<file path="src/rtl/vme_master_seq_if.sv">
// Upstream command handshake plus VME A24/D16 bus lines of the master sequencer.
// master = sequencer side, slave = command source / VME slave side.
interface vme_master_seq_if;
    logic        start;
    logic [31:0] vme_cmd_reg;
    logic [31:0] vme_dat_reg_in;
    logic        vme_cmd_rd;
    logic        vme_dat_wr;
    logic [31:0] vme_dat_reg_out;
    logic [22:0] vme_addr;
    logic [5:0]  vme_am;
    logic        vme_as_b;
    logic        vme_ds0_b;
    logic        vme_ds1_b;
    logic        vme_write_b;
    logic [15:0] vme_data_out;
    logic        vme_data_oe;
    logic [15:0] vme_data_in;
    logic        vme_dtack_b;
    logic        vme_berr_b;

    modport master (
        input  start, vme_cmd_reg, vme_dat_reg_in, vme_data_in, vme_dtack_b, vme_berr_b,
        output vme_cmd_rd, vme_dat_wr, vme_dat_reg_out, vme_addr, vme_am, vme_as_b,
               vme_ds0_b, vme_ds1_b, vme_write_b, vme_data_out, vme_data_oe
    );

    modport slave (
        output start, vme_cmd_reg, vme_dat_reg_in, vme_data_in, vme_dtack_b, vme_berr_b,
        input  vme_cmd_rd, vme_dat_wr, vme_dat_reg_out, vme_addr, vme_am, vme_as_b,
               vme_ds0_b, vme_ds1_b, vme_write_b, vme_data_out, vme_data_oe
    );
endinterface

</file>
<file path="src/rtl/vme_master_seq.sv">
// VME A24/D16 master: one bus cycle per accepted command word; optional no-response timeout under VME_TIMEOUT_EN.
// Latency: SETUP_CYC+8 clocks from start to vme_dat_wr when the slave answers immediately.
// Backpressure: vme_cmd_rd is low for the whole bus cycle; start is ignored while it is low.
module vme_master_seq #(
    parameter int       SETUP_CYC   = 2,
    parameter int       TIMEOUT_CYC = 1024,
    parameter bit [5:0] AM_CODE     = 6'h39
) (
    input  logic              clk,
    input  logic              rst_n,
    vme_master_seq_if.master  bus
);

    typedef enum logic [2:0] {
        IDLE,
        ADDR,
        STROBE,
        WAIT,
        RELEASE,
        DONE
    } state_t;

    state_t      state_q, state_nx;
    logic [3:0]  scnt_q, scnt_nx;
    logic        is_rd_q, is_rd_nx;
    // {berr, timeout, data}: result staged here until DONE publishes it
    logic [17:0] res_q, res_nx;
    logic        as_q, as_nx;
    logic        ds_q, ds_nx;
    logic        wr_q, wr_nx;
    logic [22:0] addr_q, addr_nx;
    logic [15:0] dout_q, dout_nx;
    logic        oe_q, oe_nx;
    logic        cmd_rd_q, cmd_rd_nx;
    logic        dat_wr_q, dat_wr_nx;
    logic [31:0] dro_q, dro_nx;

    logic        dtack_m, dtack_s;
    logic        berr_m, berr_s;

`ifdef VME_TIMEOUT_EN
    localparam int TW = $clog2(TIMEOUT_CYC) + 1;
    logic [TW-1:0] tcnt_q, tcnt_nx;
`endif

    logic unused_bits;
    assign unused_bits = ^{bus.vme_cmd_reg[31:26], bus.vme_cmd_reg[24], bus.vme_cmd_reg[0],
                           bus.vme_dat_reg_in[31:16]};

    // slave responses are asynchronous to clk
    always_ff @(posedge clk or negedge rst_n) begin
        if (!rst_n) begin
            dtack_m <= 1'b1;
            dtack_s <= 1'b1;
            berr_m  <= 1'b1;
            berr_s  <= 1'b1;
        end else begin
            dtack_m <= bus.vme_dtack_b;
            dtack_s <= dtack_m;
            berr_m  <= bus.vme_berr_b;
            berr_s  <= berr_m;
        end
    end

    always_comb begin
        state_nx  = state_q;
        scnt_nx   = scnt_q;
        is_rd_nx  = is_rd_q;
        res_nx    = res_q;
        as_nx     = as_q;
        ds_nx     = ds_q;
        wr_nx     = wr_q;
        addr_nx   = addr_q;
        dout_nx   = dout_q;
        oe_nx     = oe_q;
        cmd_rd_nx = cmd_rd_q;
        dat_wr_nx = 1'b0;
        dro_nx    = dro_q;
`ifdef VME_TIMEOUT_EN
        tcnt_nx   = tcnt_q;
`endif
        case (state_q)
            IDLE: begin
                cmd_rd_nx = 1'b1;
                if (cmd_rd_q && bus.start) begin
                    is_rd_nx  = bus.vme_cmd_reg[25];
                    addr_nx   = bus.vme_cmd_reg[23:1];
                    wr_nx     = bus.vme_cmd_reg[25];
                    if (!bus.vme_cmd_reg[25]) begin
                        dout_nx = bus.vme_dat_reg_in[15:0];
                        oe_nx   = 1'b1;
                    end
                    scnt_nx   = 4'd0;
                    cmd_rd_nx = 1'b0;
                    state_nx  = ADDR;
                end
            end
            ADDR: begin
                if (scnt_q == 4'(SETUP_CYC - 1)) begin
                    as_nx    = 1'b0;
                    state_nx = STROBE;
                end else begin
                    scnt_nx = scnt_q + 4'd1;
                end
            end
            STROBE: begin
                ds_nx    = 1'b0;
`ifdef VME_TIMEOUT_EN
                tcnt_nx  = '0;
`endif
                state_nx = WAIT;
            end
            WAIT: begin
                if (!berr_s) begin
                    res_nx   = {2'b10, 16'h0000};
                    state_nx = RELEASE;
                end else if (!dtack_s) begin
                    res_nx   = {2'b00, is_rd_q ? bus.vme_data_in : dout_q};
                    state_nx = RELEASE;
                end
`ifdef VME_TIMEOUT_EN
                else if (tcnt_q == TW'(TIMEOUT_CYC - 1)) begin
                    res_nx   = {2'b01, 16'h0000};
                    state_nx = RELEASE;
                end else begin
                    tcnt_nx = tcnt_q + TW'(1);
                end
                if (state_nx == RELEASE) tcnt_nx = '0;
`endif
                if (state_nx == RELEASE) begin
                    as_nx = 1'b1;
                    ds_nx = 1'b1;
                    oe_nx = 1'b0;
                end
            end
            RELEASE: begin
                if (dtack_s && berr_s) begin
                    state_nx = DONE;
                end
`ifdef VME_TIMEOUT_EN
                else if (tcnt_q == TW'(TIMEOUT_CYC - 1)) begin
                    state_nx = DONE;
                end else begin
                    tcnt_nx = tcnt_q + TW'(1);
                end
`endif
                if (state_nx == DONE) begin
                    dat_wr_nx = 1'b1;
                    dro_nx    = {14'd0, res_q};
                end
            end
            DONE: begin
                cmd_rd_nx = 1'b1;
                state_nx  = IDLE;
            end
            default: begin
                state_nx = IDLE;
            end
        endcase
    end

    always_ff @(posedge clk or negedge rst_n) begin
        if (!rst_n) begin
            state_q  <= IDLE;
            scnt_q   <= 4'd0;
            is_rd_q  <= 1'b0;
            res_q    <= '0;
            as_q     <= 1'b1;
            ds_q     <= 1'b1;
            wr_q     <= 1'b1;
            addr_q   <= '0;
            dout_q   <= '0;
            oe_q     <= 1'b0;
            cmd_rd_q <= 1'b0;
            dat_wr_q <= 1'b0;
            dro_q    <= '0;
`ifdef VME_TIMEOUT_EN
            tcnt_q   <= '0;
`endif
        end else begin
            state_q  <= state_nx;
            scnt_q   <= scnt_nx;
            is_rd_q  <= is_rd_nx;
            res_q    <= res_nx;
            as_q     <= as_nx;
            ds_q     <= ds_nx;
            wr_q     <= wr_nx;
            addr_q   <= addr_nx;
            dout_q   <= dout_nx;
            oe_q     <= oe_nx;
            cmd_rd_q <= cmd_rd_nx;
            dat_wr_q <= dat_wr_nx;
            dro_q    <= dro_nx;
`ifdef VME_TIMEOUT_EN
            tcnt_q   <= tcnt_nx;
`endif
        end
    end

    assign bus.vme_cmd_rd      = cmd_rd_q;
    assign bus.vme_dat_wr      = dat_wr_q;
    assign bus.vme_dat_reg_out = dro_q;
    assign bus.vme_addr        = addr_q;
    assign bus.vme_am          = AM_CODE;
    assign bus.vme_as_b        = as_q;
    assign bus.vme_ds0_b       = ds_q;
    assign bus.vme_ds1_b       = ds_q;
    assign bus.vme_write_b     = wr_q;
    assign bus.vme_data_out    = dout_q;
    assign bus.vme_data_oe     = oe_q;

endmodule

</file>
<file path="src/flat_wrapper.sv">
// flat-port wrapper written by rule: the top's interface ports become plain ports
module vme_master_seq_flat 
#(
    parameter int       SETUP_CYC   = 2,
    parameter int       TIMEOUT_CYC = 1024,
    parameter bit [5:0] AM_CODE     = 6'h39
)
  (clk, rst_n, bus_start, bus_vme_cmd_reg, bus_vme_dat_reg_in, bus_vme_data_in, bus_vme_dtack_b, bus_vme_berr_b, bus_vme_cmd_rd, bus_vme_dat_wr, bus_vme_dat_reg_out, bus_vme_addr, bus_vme_am, bus_vme_as_b, bus_vme_ds0_b, bus_vme_ds1_b, bus_vme_write_b, bus_vme_data_out, bus_vme_data_oe);
  vme_master_seq_if bus_i ();
  input  logic clk;
  input  logic rst_n;
  input wire logic [$bits(bus_i.start)-1:0] bus_start;
  input wire logic [$bits(bus_i.vme_cmd_reg)-1:0] bus_vme_cmd_reg;
  input wire logic [$bits(bus_i.vme_dat_reg_in)-1:0] bus_vme_dat_reg_in;
  input wire logic [$bits(bus_i.vme_data_in)-1:0] bus_vme_data_in;
  input wire logic [$bits(bus_i.vme_dtack_b)-1:0] bus_vme_dtack_b;
  input wire logic [$bits(bus_i.vme_berr_b)-1:0] bus_vme_berr_b;
  output wire logic [$bits(bus_i.vme_cmd_rd)-1:0] bus_vme_cmd_rd;
  output wire logic [$bits(bus_i.vme_dat_wr)-1:0] bus_vme_dat_wr;
  output wire logic [$bits(bus_i.vme_dat_reg_out)-1:0] bus_vme_dat_reg_out;
  output wire logic [$bits(bus_i.vme_addr)-1:0] bus_vme_addr;
  output wire logic [$bits(bus_i.vme_am)-1:0] bus_vme_am;
  output wire logic [$bits(bus_i.vme_as_b)-1:0] bus_vme_as_b;
  output wire logic [$bits(bus_i.vme_ds0_b)-1:0] bus_vme_ds0_b;
  output wire logic [$bits(bus_i.vme_ds1_b)-1:0] bus_vme_ds1_b;
  output wire logic [$bits(bus_i.vme_write_b)-1:0] bus_vme_write_b;
  output wire logic [$bits(bus_i.vme_data_out)-1:0] bus_vme_data_out;
  output wire logic [$bits(bus_i.vme_data_oe)-1:0] bus_vme_data_oe;
  assign bus_i.start = bus_start;
  assign bus_i.vme_cmd_reg = bus_vme_cmd_reg;
  assign bus_i.vme_dat_reg_in = bus_vme_dat_reg_in;
  assign bus_i.vme_data_in = bus_vme_data_in;
  assign bus_i.vme_dtack_b = bus_vme_dtack_b;
  assign bus_i.vme_berr_b = bus_vme_berr_b;
  assign bus_vme_cmd_rd = bus_i.vme_cmd_rd;
  assign bus_vme_dat_wr = bus_i.vme_dat_wr;
  assign bus_vme_dat_reg_out = bus_i.vme_dat_reg_out;
  assign bus_vme_addr = bus_i.vme_addr;
  assign bus_vme_am = bus_i.vme_am;
  assign bus_vme_as_b = bus_i.vme_as_b;
  assign bus_vme_ds0_b = bus_i.vme_ds0_b;
  assign bus_vme_ds1_b = bus_i.vme_ds1_b;
  assign bus_vme_write_b = bus_i.vme_write_b;
  assign bus_vme_data_out = bus_i.vme_data_out;
  assign bus_vme_data_oe = bus_i.vme_data_oe;
  vme_master_seq #(.SETUP_CYC(SETUP_CYC), .TIMEOUT_CYC(TIMEOUT_CYC), .AM_CODE(AM_CODE)) u_core (.clk(clk), .rst_n(rst_n), .bus(bus_i));
endmodule
</file>
<file path="config.mk">
export PLATFORM = sky130hd
export DESIGN_NAME = vme_master_seq_flat
export DESIGN_NICKNAME = d
export VERILOG_FILES = /design/src/rtl/vme_master_seq_if.sv /design/src/rtl/vme_master_seq.sv /design/src/flat_wrapper.sv
export SDC_FILE = /design/constraint.sdc
export NUM_CORES = 1
export LEC_CHECK = 0
export ABC_AREA = 1
export CAP_MARGIN = 20
export CORE_AREA = 10 10 105 107
export DETAILED_ROUTE_END_ITERATION = 10
export DIE_AREA = 0 0 115 117
export GPL_TIMING_DRIVEN = 0
export MAX_ROUTING_LAYER = met4
export PLACE_DENSITY = 0.83
export REMOVE_ABC_BUFFERS = 1
export SLEW_MARGIN = 40
export SYNTH_ARGS = -nofsm -noshare
export SYNTH_HDL_FRONTEND = slang
export SYNTH_SLANG_ARGS = --single-unit
</file>
<file path="constraint.sdc">
create_clock -name clk -period 2.9 [get_ports clk]
set_input_delay 0.435 -clock clk [delete_from_list [all_inputs] [get_ports clk]]
set_output_delay 0.435 -clock clk [all_outputs]
set_load 0.02 [all_outputs]
</file>
# [Word-level counts from Yosys, hierarchy flattened]
# Cells that the tools add are included.
# Widths: inputs -> output; s select.
[totals] reg_bits=93
[classes] addsub=1 eq_ne=14 muxes=26 bitwise=1 n_reduce_logical=17
[ops] cell="$mux 18" n=2
[ops] cell="$mux 3" n=7
[ops] cell="$mux 16" n=1
[ops] cell="$pmux 3 s5" n=1
[ops] cell="$eq 3x3->1 const B" n=4
[ops] cell="$reduce_and 2->1" n=5
[ops] cell="$reduce_bool 2->1" n=5
[ops] cell="$reduce_and 3->1" n=3
[ops] cell="$mux 1" n=8
[ops] cell="$mux 4" n=2
[ops] cell="$pmux 1 s2" n=4
[ops] cell="$pmux 4 s2" n=1
[ops] cell="$eq 3x2->1 const B" n=2
[ops] cell="$ne 2x1->1 const B" n=3
[ops] cell="$ne 2x2->1 const B" n=3
[ops] cell="$add 4x1->4 const B" n=1
[ops] cell="$eq 4x1->1 const B" n=1
[ops] cell="$reduce_and 4->1" n=1
[ops] cell="$eq 3x1->1 const B" n=1
[ops] cell="$logic_not 3->1" n=1
[ops] cell="$logic_and 1x1->1" n=2
[ops] cell="$not 1->1" n=1

# [Depth between registers and ports, before layout]
[logic_depth] word_depth=6 ltp_mapped=7 depth_no_buf=7

# [Worst setup path after synthesis]
# OpenSTA, ideal clock, no wires.
[synth_timing] path_kind="register to register" from="register u_core.cmd_rd_q, in the netlist u_core.bus.vme_cmd_rd" to="register u_core.addr_q[11], in the netlist u_core.bus.vme_addr[11]" setup_time_ns=0.116 t_arrival_ns=1.202 slack_ns=1.582 stages_incl_launch_ff=8 n_path_buf=2 period_less_slack_ns=1.318 cell_sequence="dfrtp_1 > nand2_1 > inv_1 > nand3_2 > buf_4 > buf_6 > nand2_1 > nand2_1"
[synth_via] elab_chain_cells=2
[synth_lines] element="start: declaration" line="vme_master_seq.sv:34" text="logic cmd_rd_q, cmd_rd_nx;"
[synth_lines] element="start signal: assignment" line="vme_master_seq.sv:191" text="cmd_rd_q <= cmd_rd_nx;"
[synth_lines] element="$logic_and 1x1->1" line="vme_master_seq.sv:85" text="if (cmd_rd_q && bus.start) begin"
[synth_lines] element="$reduce_and 2->1 (no line)"
[synth_lines] element="end signal: assignment" line="vme_master_seq.sv:188" text="addr_q <= addr_nx;"
[synth_lines] element="end: declaration" line="vme_master_seq.sv:31" text="logic [22:0] addr_q, addr_nx;"
# No other way between the ends.
# A chain may end at the register's enable or synchronous reset.

# [Worst setup path after layout]
[layout_timing] from="input bus_start" to="register u_core.dout_q[12], in the netlist u_core.bus.vme_data_out[12]"
[layout_via] elab_chain_cells=2
[layout_lines] element="start: declaration" line="flat_wrapper.sv:12" text="input wire logic [$bits(bus_i.start)-1:0] bus_start;"
[layout_lines] element="$logic_and 1x1->1" line="vme_master_seq.sv:85"
[layout_lines] element="$reduce_and 3->1 (no line)"
[layout_lines] element="end signal: assignment" line="vme_master_seq.sv:189" text="dout_q <= dout_nx;"
[layout_lines] element="end: declaration" line="vme_master_seq.sv:32" text="logic [15:0] dout_q, dout_nx;"
# No other way between the ends.

==> impl.org <==
** Yosys
- Syn avg cell area :: 8.87 µm²
- Among all flip-flop cells after synthesis, the most frequent one is dfrtp_1.
- Fraction of registers with async set/reset :: 100%
- Share of synthesized area occupied by flip-flops and latches :: 56.5%
- Synth top area share :: about 52%
- Post-Synthesis Cells :: about 460
- Netlist cell types :: 30
- In this run, synthesis inferred 0 flip-flops with an integrated enable.
- Yosys top cell by area :: dfrtp_1
- Yosys printed 0 warnings.
- Yosys reg bits :: 91
- The cell area that synthesis handed to floorplanning was roughly 0.0040 mm².
- Leading cell types by total area after synthesis :: dfrtp_1 52%, nand2_1 19%, buf_4 4.6%, dfstp_2 4.5%, o21ai_2 3.5%

** Place
- Routability congestion estimate from global placement :: about 0.84
- Post-detail-place hpwl :: roughly 7.8 mm
- Cell count after placement :: ~670
- Port Buffers :: roughly 120
- Post-placement setup slack :: around 0.40 ns

** Timing
- Post-Route Hold Slack :: 0.00778 ns
- Worst setup margin :: ~0.74 ns
- Slew @ Worst Pin :: approximately 0.68 ns
- Based on the critical path, the design can be clocked at up to around 460 MHz.
- Setup repair after global routing missed its margin :: false
- Final setup fails :: 0
- Period minus WS final :: 2.16 ns
- In this run the tightest slew margin relative to its limit is a little over half.
- The number of hold-slack violations in the final timing report was 0.
- The number of max-slew violations in the final report is 0.
- Tcrit/Tclk final :: around 74%
- Across the routed clock network, the largest skew measured is ~0.017 ns.

** Route
- The first routing iteration left between 150 and 200 violations.
- The first detailed-routing pass took 5 iterations.
- Wire segments on met2 add up to about 5.7 mm in the final route.
- For this block, wires on met1 add up to slightly above 4 mm.
- Vias after detailed routing :: 3259
- The routed design has between 10 and 15 mm of wire.
- After detailed routing, the met3 layer carries 544 µm of wire.
- Dividing the detail-routed via count by the number of cells gives around 4.7.
- The count of nets left with antenna violations once routing finished came out at 0.
- The detailed router used layers up to and including met4.
- Dividing the detail-routed wire length by the instance count gives ~15 µm.
- In the routed design, unresolved DRC markers number 0.

** Setup path
- Buffers & Inverters on Critical Path :: 2
- Cell seen most often among critical-path stages :: nand2_1
- Cells along the critical path :: clkdlybuf4s50_1 -> nand2_1 -> inv_1 -> nand3_2 -> nor2_4 -> nand2_1 -> nand2_1
- End of the worst register-to-register path :: u_core.res_q[13]
- Of all nets on the critical path, the largest fanout is 30.
- Worst setup EP type :: flop
- Worst reg2reg path startpoint :: u_core.is_rd_q
- In this design, the stage delay of the slowest critical-path cell is roughly 0.6 ns.
- Family with the most delay on the worst path :: simple AND/OR/NAND/NOR gates
- Crit path kind :: in -> reg
- WP depth :: 7
- Register-to-register path setup slack :: 0.83 ns
- Slowest library cell on the worst path :: nor2_4
- For the worst setup path, the data required time is around 3.2 ns.
- Tracing the worst setup path back leads to its startpoint at bus_start.
- Worst setup path endpoint :: u_core.bus.vme_data_out[12]
- Worst r2r path cells :: 5
- Crit path DAT :: 2.43 ns
- Critical Path Source Type :: input port

** CTS
- In this run the deepest clock path goes through 2 buffers.
- TritonCTS built the clock tree.
- Post-CTS Resized :: 0
- Clock latency at the later pin of the worst-skew pair :: 0.35 ns
- Clock edge transition at the registers on the reported setup and hold paths :: ~0.1 ns
- After clock tree synthesis, the setup repair step added 0 buffers.
- Clock tree synthesis found a total of between 90 and 100 sinks.
- Clock tree synthesis selected as its root buffer the cell clkbuf_8.
- Post-CTS Hold Fix Bufs :: 0
- CTS buffer count :: 9
- The H-tree was split into 3 levels.

** Flow run
- Max Cap Violations :: 0

** Power
- Peak supply drop :: between 0.4 and 0.5 mV
- Leakage :: between 2 and 3 nW
- For this design the ratio of total power to cell area is roughly 1000 mW/mm².
- The design draws 5.56 mW.

** Cells and area
- The count of cells in the finished layout, fillers not included, comes to just under 700.
- N_diodes :: 0
- Fin nets :: approximately 660
- Relative to the synthesized area, the layout overhead comes to 34.7%.
- The filler cells instantiated in the layout total 782.
- Share of post-route cells with drive strength above 1 :: between 8 and 9%

** Floorplan
- The die is approximately 120 µm tall.
- I/O pin count :: between 150 and 200
- The initial utilization of the core area, before any placement, comes to 44.8%.
- Area of the core region :: roughly 0.0090 mm²
- Core Rows :: 35
- The floorplan step defined a die boundary enclosing around 0.013 mm².
- X dimension of the die :: 115 µm

** GRT
- Largest net degree at the start of global routing :: 48
- The first global-routing pass estimated around 17 mm of wire.
- The via count of the first global-routing pass came to 3409.
- Global-route usage over all layers :: between 10% and 20%
- The initial antenna violation count came to 0.
- After global routing the overflow that remains totals 0.

** Hold path
- Worst Hold Class :: in -> async

** Status
- Status :: completed
## registers in the layout, indices dropped and copies added, names as in the netlist
signal,count
u_core.res_q,17
u_core.bus.vme_as_b,1
u_core.bus.vme_cmd_rd,1
u_core.is_rd_q,1
u_core.bus.vme_addr,23
u_core.bus.vme_dat_wr,1
u_core.bus.vme_data_oe,1
u_core.dtack_s,1
u_core.dtack_m,1
u_core.scnt_q,4
u_core.berr_s,1
u_core.berr_m,1
u_core.bus.vme_ds0_b,1
u_core.bus.vme_write_b,1
u_core.bus.vme_data_out,16
u_core.bus.vme_dat_reg_out,17
u_core.state_q,3
## how the worst min path moves through the flow
stage              startpoint                            end  cells after the start
5_1_grt                 rst_n  u_core.bus.vme_dat_reg_out[6]                      1
3_5_place_dp   u_core.dtack_m                 u_core.dtack_s                      0
2_1_floorplan           rst_n         u_core.bus.vme_addr[0]                      0
6_report                rst_n  u_core.bus.vme_dat_reg_out[0]                      1
3_3_place_gp    u_core.berr_m                  u_core.berr_s                      0
4_1_cts                 rst_n  u_core.bus.vme_dat_reg_out[0]                      1
## cell type report
cell class / count / area (µm²) / share of cell area, %
timing repair buffer: 124 / 1260 / 23.1
clock buffer: 11 / 131 / 2.41
sequential: 91 / 2290 / 42.0
tap: 111 / 139 / 2.55
multi-input combinational: 317 / 1420 / 26.1
inverter: 28 / 105 / 1.93
clock inverter: 5 / 103 / 1.88
## cells by family after synthesis
family / count (synthesis) / synth area share (%)
buffers and inverters: 67 / 10.2
AND/OR/NAND/NOR: 234 / 23.3
AO/OA/AOI/OAI: 59 / 9.03
XOR/XNOR: 1 / 0.217
flip-flops: 91 / 56.5
adder cells (fa/ha/maj): 2 / 0.619
other: 2 / 0.186
## stage by stage
step | TNS, ns | area, µm² | util [%]
final | 0 | 5450 | 60.4
after global routing | 0 | 5450 | 60.4
after CTS | 0 | 5440 | 60.3
after detailed placement | 0 | 5210 | 57.7
after global placement | -156.92 | 5180 | 57.4
after floorplan | 0 | 3810 | -
## metal layers
metal  vias to the layer above  track usage, %
li1                       1597               -
met1                      1558            17.5
met2                        87            28.3
met3                        17            3.72
met4                         0            6.02
met5                         -               -
## worst register-to-register path, delay by kind of cell (launching register included)
family | cells | cell delay (ns)
DFF | 1 | 0.78
buffers and inverters | 1 | 0.68
and+or+nand+nor | 2 | 0.30
AOI/OAI and AO/OA | 2 | 0.16
## placed cells by master, fill, tap and decap left out, types with 2 or more instances in the layout
cell type / instances
clkbuf_8: 9
o21ai_0: 19
dfrtp_1: 84
bufinv_16: 3
clkbuf_1: 2
inv_1: 26
conb_1: 21
nand3_1: 8
dfstp_2: 7
clkdlybuf4s50_1: 122
nor2_1: 7
nand2_1: 210
nor2_4: 4
a21oi_1: 19
o21ai_2: 16
ha_1: 2
## cell usage after synthesis, drive strengths merged (2+ instances only)
library cell  number
inv               27
buf               37
clkbuf             2
a21oi             19
o21ai             36
nand3              9
ha                 2
nor2              12
nand2            211
dfrtp             84
nand4              2
conb               2
dfstp              7
## power breakdown
group / switching [mW] / total (mW) / internal (mW)
sequential: 0.337 / 2.13 / 1.79
clock: 0.428 / 1.00 / 0.573
combinational: 1.41 / 2.44 / 1.03
total: 2.17 / 5.56 / 3.39
(Power assumes the default switching activity.)
==> RTL change (same flow settings) <==
Make the reset (`rst_n`) synchronous in 2 clocked blocks. Comments in the files are not updated.
--- a/src/rtl/vme_master_seq.sv
+++ b/src/rtl/vme_master_seq.sv
@@ -48,7 +48,7 @@
                            bus.vme_dat_reg_in[31:16]};
 
     // slave responses are asynchronous to clk
-    always_ff @(posedge clk or negedge rst_n) begin
+    always_ff @(posedge clk) begin
         if (!rst_n) begin
             dtack_m <= 1'b1;
             dtack_s <= 1'b1;
@@ -159,7 +159,7 @@
         endcase
     end
 
-    always_ff @(posedge clk or negedge rst_n) begin
+    always_ff @(posedge clk) begin
         if (!rst_n) begin
             state_q  <= IDLE;
             scnt_q   <= 4'd0;
Behaviour: differs if rst_n is asserted again (counterexample within 4 cycles, from zero or initial values and one cycle with rst_n low); with rst_n held inactive, the same outputs for 10 cycles.
==> RTL change against the original RTL <==
  * Clock skew shrank 0.0021 ns
  * Final cell count up 1.5%
  * Die area unchanged
  * Wire length down 3.1%
  * Worst setup slack gained 0.015 ns
  * Design area down 6.2%
  * Sequential cell count unchanged
  * Area after synthesis is 8.6% lower
  * Synthesized cell count is 4.2% higher
  * Critical endpoint is now u_core.bus.vme_dat_reg_out[14]$_SDFFE_PN0P_
  * Highest routed layer unchanged
Power is not compared: it rests on default switching activity, and its combinational part moved more than twofold at a synthesized area within 25%.
==> RTL change: results (changes against the original RTL) <==
- Nets: 668 (+1.5%)
- Outcome: finished, final reports clean
- Arrival time worst endpoint: 2.36 ns (-0.07 ns)
- Via Count: 3,394 (+4.1%)
- Non-clk invs: 40 (+43%)
- DP HPWL: 7.44 mm (-4.2%)
- Final cell count without fillers: 697 (+1.5%)
- Global-route wire length before repair: 16.0 mm (-5.7%)
- Multi-input gates: 314 (-0.95%)
- CP Capture Point: u_core.bus.vme_dat_reg_out[14]$_SDFFE_PN0P_
- FF+latch area: 1820 sq um (-20%)
- Synth Area in Adders: 0.677% (+0.058 points)
- Sequential area share after synthesis: 49.3% (-7.2 points)
- Fmax: 466 MHz (+0.70%)
- Tightest Pin Transition: 0.737 ns (+0.0599 ns)
- Worst hold path class: in -> reg
- Largest net degree at the start of global routing: 52 (+8.3%)
- Vias in the first global route: 3,323 (-2.5%)
- NonClk Buf Share: 24.7% (+1.6 points)
- Syn avg cell area: 7.78 sq um (-12%)
- Synth cell types: 31 (+3.3%)
- Total GRT Usage: 15.0% (-1.1 points)
- Complex-gate fraction of the synthesized area: 19.3% (+10 points)
- Clkbuf count: 10 (-1)
- Hold WS: 0.390 ns (+0.382 ns)
- Clock-cell share: 4.41% (+0.11 points)
- Crit path from: u_core.berr_s$_SDFF_PN1_
- Ys flop type: dfxtp_1
- Setup WS pre-CTS: 0.721 ns (+0.322 ns)
- Placed cells: 681 (+1.5%)
- Layout cells sized above 1: 5.80% (-2.5 points)
- First-pass DRT Iterations: 4 (-1)
[RTL change: cell types whose count changed after synthesis, moves of 11 or more]
| cell | delta |
|---|---|
| o21ai_0 | +54 |
| a21oi_1 | +22 |
| nor2_1 | +84 |
| dfxtp_1 | +91 |
| clkbuf_1 | +11 |
| o21ai_2 | -16 |
| dfrtp_1 | -84 |
| nand2_1 | -176 |
[RTL change: power by group]
part / switching (uW) / internal (uW) / total, uW / leakage (uW)
registers: 121 / 1400 / 1520 / 0.000739
logic: 590 / 459 / 1050 / 0.00115
clock network: 452 / 511 / 964 / 0.000117
total: 1160 / 2370 / 3530 / 0.00200
[RTL change: critical path, stage by stage (launching register included)]
cell and delay (ns):
dfxtp_1 0.77, nand2_1 0.11, inv_1 0.18, nand3_2 0.51, o21ai_0 0.37, a21oi_1 0.06
[RTL change: layer usage]
metal,vias up,share of wire [%],GRT usage [%]
met5,-,0,-
met4,0,1.8,6.02
met3,12,8.2,4.43
met2,117,47,24.1
met1,1555,43,17.3
li1,1710,-,-
